## config.mk

```make
export PLATFORM = sky130hd
export DESIGN_NAME = bram_port_arbiter
export DESIGN_NICKNAME = d
export VERILOG_FILES = /design/src/rtl/bram_port_arbiter.sv
export SDC_FILE = /design/constraint.sdc
export NUM_CORES = 1
export LEC_CHECK = 0
export ABC_AREA = 1
export ABC_CLOCK_PERIOD_IN_PS = 1300
export CORE_AREA = 2 2 91 93
export CTS_CLUSTER_DIAMETER = 200
export DETAILED_ROUTE_END_ITERATION = 10
export DIE_AREA = 0 0 93 95
export PLACE_DENSITY = 0.72
export RECOVER_POWER = 50
export SYNTH_ARGS = -nofsm -noshare
export SYNTH_HDL_FRONTEND = slang
export SYNTH_SLANG_ARGS = --single-unit
```

## constraint.sdc

```tcl
create_clock -name clk -period 1.3 [get_ports clk]
set_clock_uncertainty 0.2 [all_clocks]
set_input_delay 0.39 -clock clk [delete_from_list [all_inputs] [get_ports clk]]
set_output_delay 0.39 -clock clk [all_outputs]
set_load 0.005 [all_outputs]
```

## src/rtl/bram_port_arbiter.sv

```systemverilog
// ---------------------------------------------------------------------------
// bram_port_arbiter
//   Two-client round-robin arbiter in front of a simple dual-port BRAM
//   (one write port, one registered read port with 1-cycle latency).
//   The write and read ports have independent arbiters. Each grants at most
//   one client per cycle. Read results are steered back to the client that
//   issued the read by a valid strobe one cycle after the grant.
//
// Ports
//   clk, rst                 clock, asynchronous active-high reset
//   cN_wr_req/addr/data      client N write request (held until granted)
//   cN_wr_gnt                client N write accepted this cycle
//   cN_rd_req/addr           client N read request (held until granted)
//   cN_rd_gnt                client N read accepted this cycle
//   cN_rd_valid              rd_data carries client N's read result
//   rd_data                  shared read-return data (mem_rd_data passthrough)
//   mem_we/wr_addr/wr_data   BRAM write port
//   mem_rd_addr              BRAM read address
//   mem_rd_data              BRAM registered read data
// ---------------------------------------------------------------------------
module bram_port_arbiter #(
    parameter int DATA_WIDTH = 32,
    parameter int ADDR_WIDTH = 10
) (
    input  logic                  clk,
    input  logic                  rst,

    input  logic                  c0_wr_req,
    input  logic [ADDR_WIDTH-1:0] c0_wr_addr,
    input  logic [DATA_WIDTH-1:0] c0_wr_data,
    output logic                  c0_wr_gnt,
    input  logic                  c0_rd_req,
    input  logic [ADDR_WIDTH-1:0] c0_rd_addr,
    output logic                  c0_rd_gnt,
    output logic                  c0_rd_valid,

    input  logic                  c1_wr_req,
    input  logic [ADDR_WIDTH-1:0] c1_wr_addr,
    input  logic [DATA_WIDTH-1:0] c1_wr_data,
    output logic                  c1_wr_gnt,
    input  logic                  c1_rd_req,
    input  logic [ADDR_WIDTH-1:0] c1_rd_addr,
    output logic                  c1_rd_gnt,
    output logic                  c1_rd_valid,

    output logic [DATA_WIDTH-1:0] rd_data,

    output logic                  mem_we,
    output logic [ADDR_WIDTH-1:0] mem_wr_addr,
    output logic [DATA_WIDTH-1:0] mem_wr_data,
    output logic [ADDR_WIDTH-1:0] mem_rd_addr,
    input  logic [DATA_WIDTH-1:0] mem_rd_data
);

    // Favoured client for the next simultaneous request on each port.
    logic       wr_ptr;
    logic       rd_ptr;
    // Read-issue tag travelling alongside the BRAM's one-cycle read latency.
    logic [1:0] vld_p1;

    // ---- Stage 0: combinational grant and BRAM port muxing ----------------
    always_comb begin
        c0_wr_gnt = c0_wr_req & (~c1_wr_req | ~wr_ptr);
        c1_wr_gnt = c1_wr_req & (~c0_wr_req |  wr_ptr);
        c0_rd_gnt = c0_rd_req & (~c1_rd_req | ~rd_ptr);
        c1_rd_gnt = c1_rd_req & (~c0_rd_req |  rd_ptr);
    end

    always_comb begin
        mem_we      = c0_wr_gnt | c1_wr_gnt;
        // Client 0 is the idle default; harmless since mem_we is low then.
        mem_wr_addr = c1_wr_gnt ? c1_wr_addr : c0_wr_addr;
        mem_wr_data = c1_wr_gnt ? c1_wr_data : c0_wr_data;
        mem_rd_addr = c1_rd_gnt ? c1_rd_addr : c0_rd_addr;
    end

    always_ff @(posedge clk or posedge rst) begin
        if (rst) begin
            wr_ptr <= 1'b0;
            rd_ptr <= 1'b0;
            vld_p1 <= 2'b00;
        end else begin
            // The pointer flips away from whoever was just served.
            if (c0_wr_gnt)      wr_ptr <= 1'b1;
            else if (c1_wr_gnt) wr_ptr <= 1'b0;

            if (c0_rd_gnt)      rd_ptr <= 1'b1;
            else if (c1_rd_gnt) rd_ptr <= 1'b0;

            vld_p1 <= {c1_rd_gnt, c0_rd_gnt};
        end
    end

    // ---- Stage 1: read data returns from the BRAM register ----------------
    always_comb begin
        c0_rd_valid = vld_p1[0];
        c1_rd_valid = vld_p1[1];
        rd_data     = mem_rd_data;
    end

endmodule
```

Word level (Yosys, flattened, before mapping)

Index checks and enable logic that the tools add are counted.
W data, S select, Z words.

Bits of input ports: 142
Logic and storage cells: 27
Output and inout bits: 91
Flip-flop bits (word level): 4

Bitwise gates (word level): 15
Muxes and demuxes: 7
Reduce and logical (&&, ||, !) cells: 2

Operator list:

| kind               | number |
|---|---|
| $mux W32           | 1 |
| $mux W10           | 2 |
| $not A1 Y1         | 6 |
| $or A1 B1 Y1       | 5 |
| $and A1 B1 Y1      | 4 |
| $mux W1            | 4 |
| $reduce_bool A2 Y1 | 2 |

Logic depth before layout (Yosys ltp)

Word-level depth: 5
Mapped depth: 6
Mapped depth without buffers: 5

Worst setup path before layout

Ideal clock, no wire load.

Kind: input port to output port
From: in c0_wr_req
To: out mem_wr_data[22]
Required time: 0.710 ns
Arrival time: 0.907 ns
Stages: 6
Path buffers: 1
Slack: -0.197 ns
Cells stage by stage: inv_2 > nand2_2 > nand2_2 > buf_4 > nand2_1 > nand2_1

Cells in the longest elaborated chain, start to end: 4

Ends and longest elaborated chain:

| element            | line | RTL |
|---|---|---|
| start: declaration | 28   | `input logic c0_wr_req,` |
| $not A1 Y1         | 64   | `c1_wr_gnt = c1_wr_req & (~c0_wr_req \| wr_ptr);` |
| $or A1 B1 Y1       | 64   |  |
| $and A1 B1 Y1      | 64   |  |
| via c1_wr_gnt      | 40   | `output logic c1_wr_gnt,` |
| $mux W32           | 73   | `mem_wr_data = c1_wr_gnt ? c1_wr_data : c0_wr_data;` |
| end: declaration   | 50   | `output logic [DATA_WIDTH-1:0] mem_wr_data,` |

The timed path passes the listed nets, and every way through them passes these cells.

Worst setup path after layout

From: reg wr_ptr
To: out mem_wr_data[25]

Cells in the longest elaborated chain, start to end: 3

Ends and longest elaborated chain:

| element                  | line | RTL |
|---|---|---|
| start: declaration       | 56   | `logic wr_ptr;` |
| start signal: assignment | 79   | `wr_ptr <= 1'b0;` |
| start signal: assignment | 84   | `if (c0_wr_gnt) wr_ptr <= 1'b1;` |
| start signal: assignment | 85   | `else if (c1_wr_gnt) wr_ptr <= 1'b0;` |
| $or A1 B1 Y1             | 64   |  |
| $and A1 B1 Y1            | 64   |  |
| $mux W32                 | 73   |  |

Every way passes these cells.

==> results.txt <==
RSZ-0062 raised after global routing = yes
Placed Cells incl. Taps = 460
Die Ht = 95 um
PwrDens = 590 mW/mm2
Final setup violation count = 57
Via/cell ratio = 4.21
Highest metal used = met4
Die Wd = 93 um
Rel. slew slack = 78.0%
Violated checks = setup timing
Fin area = 0.00395 mm2
Sw Share = 35.7%
Post-synth EDFFs = 0
Core Box Area = 0.00793 mm2
Ant diodes = 0
Final number of hold-violating endpoints = 0
Sequential-to-total area share from yosys stat = 8.71%
Finished Layout Cells = 544
Initial Util = 14.5%
Fin util = 49.8%
CP Launch Type = register
Worst Path Required = 0.71 ns
Gr usage total = 15.1%
Final Cycle Share = 160%
P_sw = 0.000833 W
Mapped cell area = 0.00115 mm2
DRC Markers = 0
Syn avg cell area = 5.16 um2
Cell-internal power = 0.00150 W
Port buffer count = 168
Total CTS buffers = 3
Worst-Skew Late Latency = 0.22 ns
Vias = 2289
Share of flip-flops with an asynchronous set or reset = 100%
Worst-path clk slew = 0.03 ns
Worst EP arrival = 1.49 ns
Drt wl/cell = 15.1 um
Area after DPL = 0.00280 mm2
Syn Nets = 365
Nets = 583
Cell count after synthesis = 223
Share of layout cells above drive strength 1 = 52.4%
# rows = 33
Max Fanout on Critical Path = 7
Setup ws final = -0.782 ns
Worst Hold Class = input pin to register
Seq cells post-synth = 4
Wire length on met3 = 663 um
Leakage power = 1.96 nW
Routed Antenna Nets = 0
# clock sinks = 4
Initial antenna violation count = 0
Synth-to-layout area growth = 244%
Longest Clk Path Bufs = 2
Top post-synthesis cells by area = nand2_1 35%, buf_4 24%, nand3_1 23%, dfrtp_1 8.7%, buf_2 4.8%
Clk root buf = clkbuf_8
Most frequent cell after synthesis = nand2_1
Fin. max-slew vios = 0
Post-synth top cells = 106 x nand2_1, 53 x nand3_1, 36 x buf_4
Place WS = -1.36 ns
Min Clock Period, post-route = 2.08 ns
Wire length on met1 = 2860 um
Synth warnings = 0
Final WL = 8210 um
Grt ovf = 0
Crit Path Class = register to output port
I/O pins = 233
Die area = 0.00884 mm2
First-pass GRT wire length = 10400 um
Clock group share of total power = 11.4%
Status = complete, but fails checks
Vias in the first global route = 2151
GPL Wtd Cong = 0.678
Initial DRC count = 30
Element type at the critical path end = output port
First-pass DRT Iterations = 4
Tightest Pin Transition = 0.330 ns
Maximum VDD drop = 0.000441 V
Top_reg_cell synth = dfrtp_1
DR WL met2 = 4550 um
Comb power frac = 82.1%
Leading area contributor after synthesis = nand2_1
Distinct cells, synth = 11
F_max = 480 MHz
Final hold slack = 0.293 ns
CTS H-Tree Depth = 1
CTS tree = built
Largest net degree at the start of global routing = 30
Share of the synthesized area in the top cell type = 34.6%
Flop pwr share = 6.4%
Max cap viols = 0
Hpwl dp = 4330 um
-- path summary, 6_finish.rpt --
check	slack, ns	to	from	cells after the start
min in group asynchronous	0.31	vld_p1[1]	rst	2
setup reg to reg	0.01	vld_p1[1]	rd_ptr	7
max in group asynchronous	0.44	rd_ptr	rst	2
hold reg to reg	0.40	rd_ptr	rd_ptr	2
setup / recovery	-0.78	mem_wr_data[25]	wr_ptr	9
hold / removal	0.29	wr_ptr	c0_wr_req	3
-- area by class of cell --
type	count	area, um2
clock buffer	3	41.3
fill	757	3980
inverter	5	28.8
multi-input combinational	175	1190
sequential	4	100
tap	105	131
timing repair buffer	252	2460
-- cells in the final DEF, fill, tap and decap left out, drive strengths merged, types with 3 or more instances in the layout --
master,count
clkdlybuf4s50,104
clkdlybuf4s15,3
dfrtp,4
buf,133
nand2,117
nand3,53
inv,5
nor2,3
clkbuf,11
dlygate4sd2,3
-- registers in the layout, indices dropped and copies added (netlist names) --
signal,flops
vld_p1,2
wr_ptr,1
rd_ptr,1
-- power by group through the flow --
stage          Combinational [W]  Clock (W)  Sequential, W
3_3_place_gp             0.00122          0       0.000149
5_1_grt                  0.00204   0.000278       0.000152
6_report                 0.00191   0.000267       0.000150
4_1_cts                  0.00158   0.000276       0.000150
2_1_floorplan           0.000503          0       0.000149
3_5_place_dp             0.00124          0       0.000150
-- critical path, stage by stage (launching register included) --
cell     delay (ns)
dfrtp_1        0.40
nand2_4        0.12
buf_12         0.16
buf_12         0.11
nand2_8        0.05
buf_6          0.13
buf_6          0.11
nand2_2        0.04
nand2_1        0.04
buf_2          0.12
-- routing by layer --
layer  GRT usage (%)  vias up
met1            15.2     1034
met5               0        -
li1                -     1125
met3            3.51       14
met4            5.02        0
met2            30.1      116
-- cells by family after synthesis --
group | synth area share, %
simple gates | 60.3
buf+inv | 29.9
flops | 8.71
compound gates | 1.09
-- through the flow --
stage / total power [W] / TNS (ns)
floorplan: 0.000652 / -5.21
global placement: 0.00137 / -72.05
detailed placement: 0.00139 / -73.41
CTS: 0.00201 / -37.17
global route: 0.00247 / -38.94
finish: 0.00233 / -36.23
-- what timing repair did --
| item | CTS | global route |
|---|---|---|
| setup buffers | 40 | 34 |
| endpoints found under the setup margin | 62 | 58 |
| pin swaps | 14 | 40 |
| hold endpoints to repair | 0 | 0 |
| gates resized for setup | 285 | 105 |
| cloned | 11 | 4 |
| hold buffers | 0 | 0 |
Power figures use the tool's default switching activity.
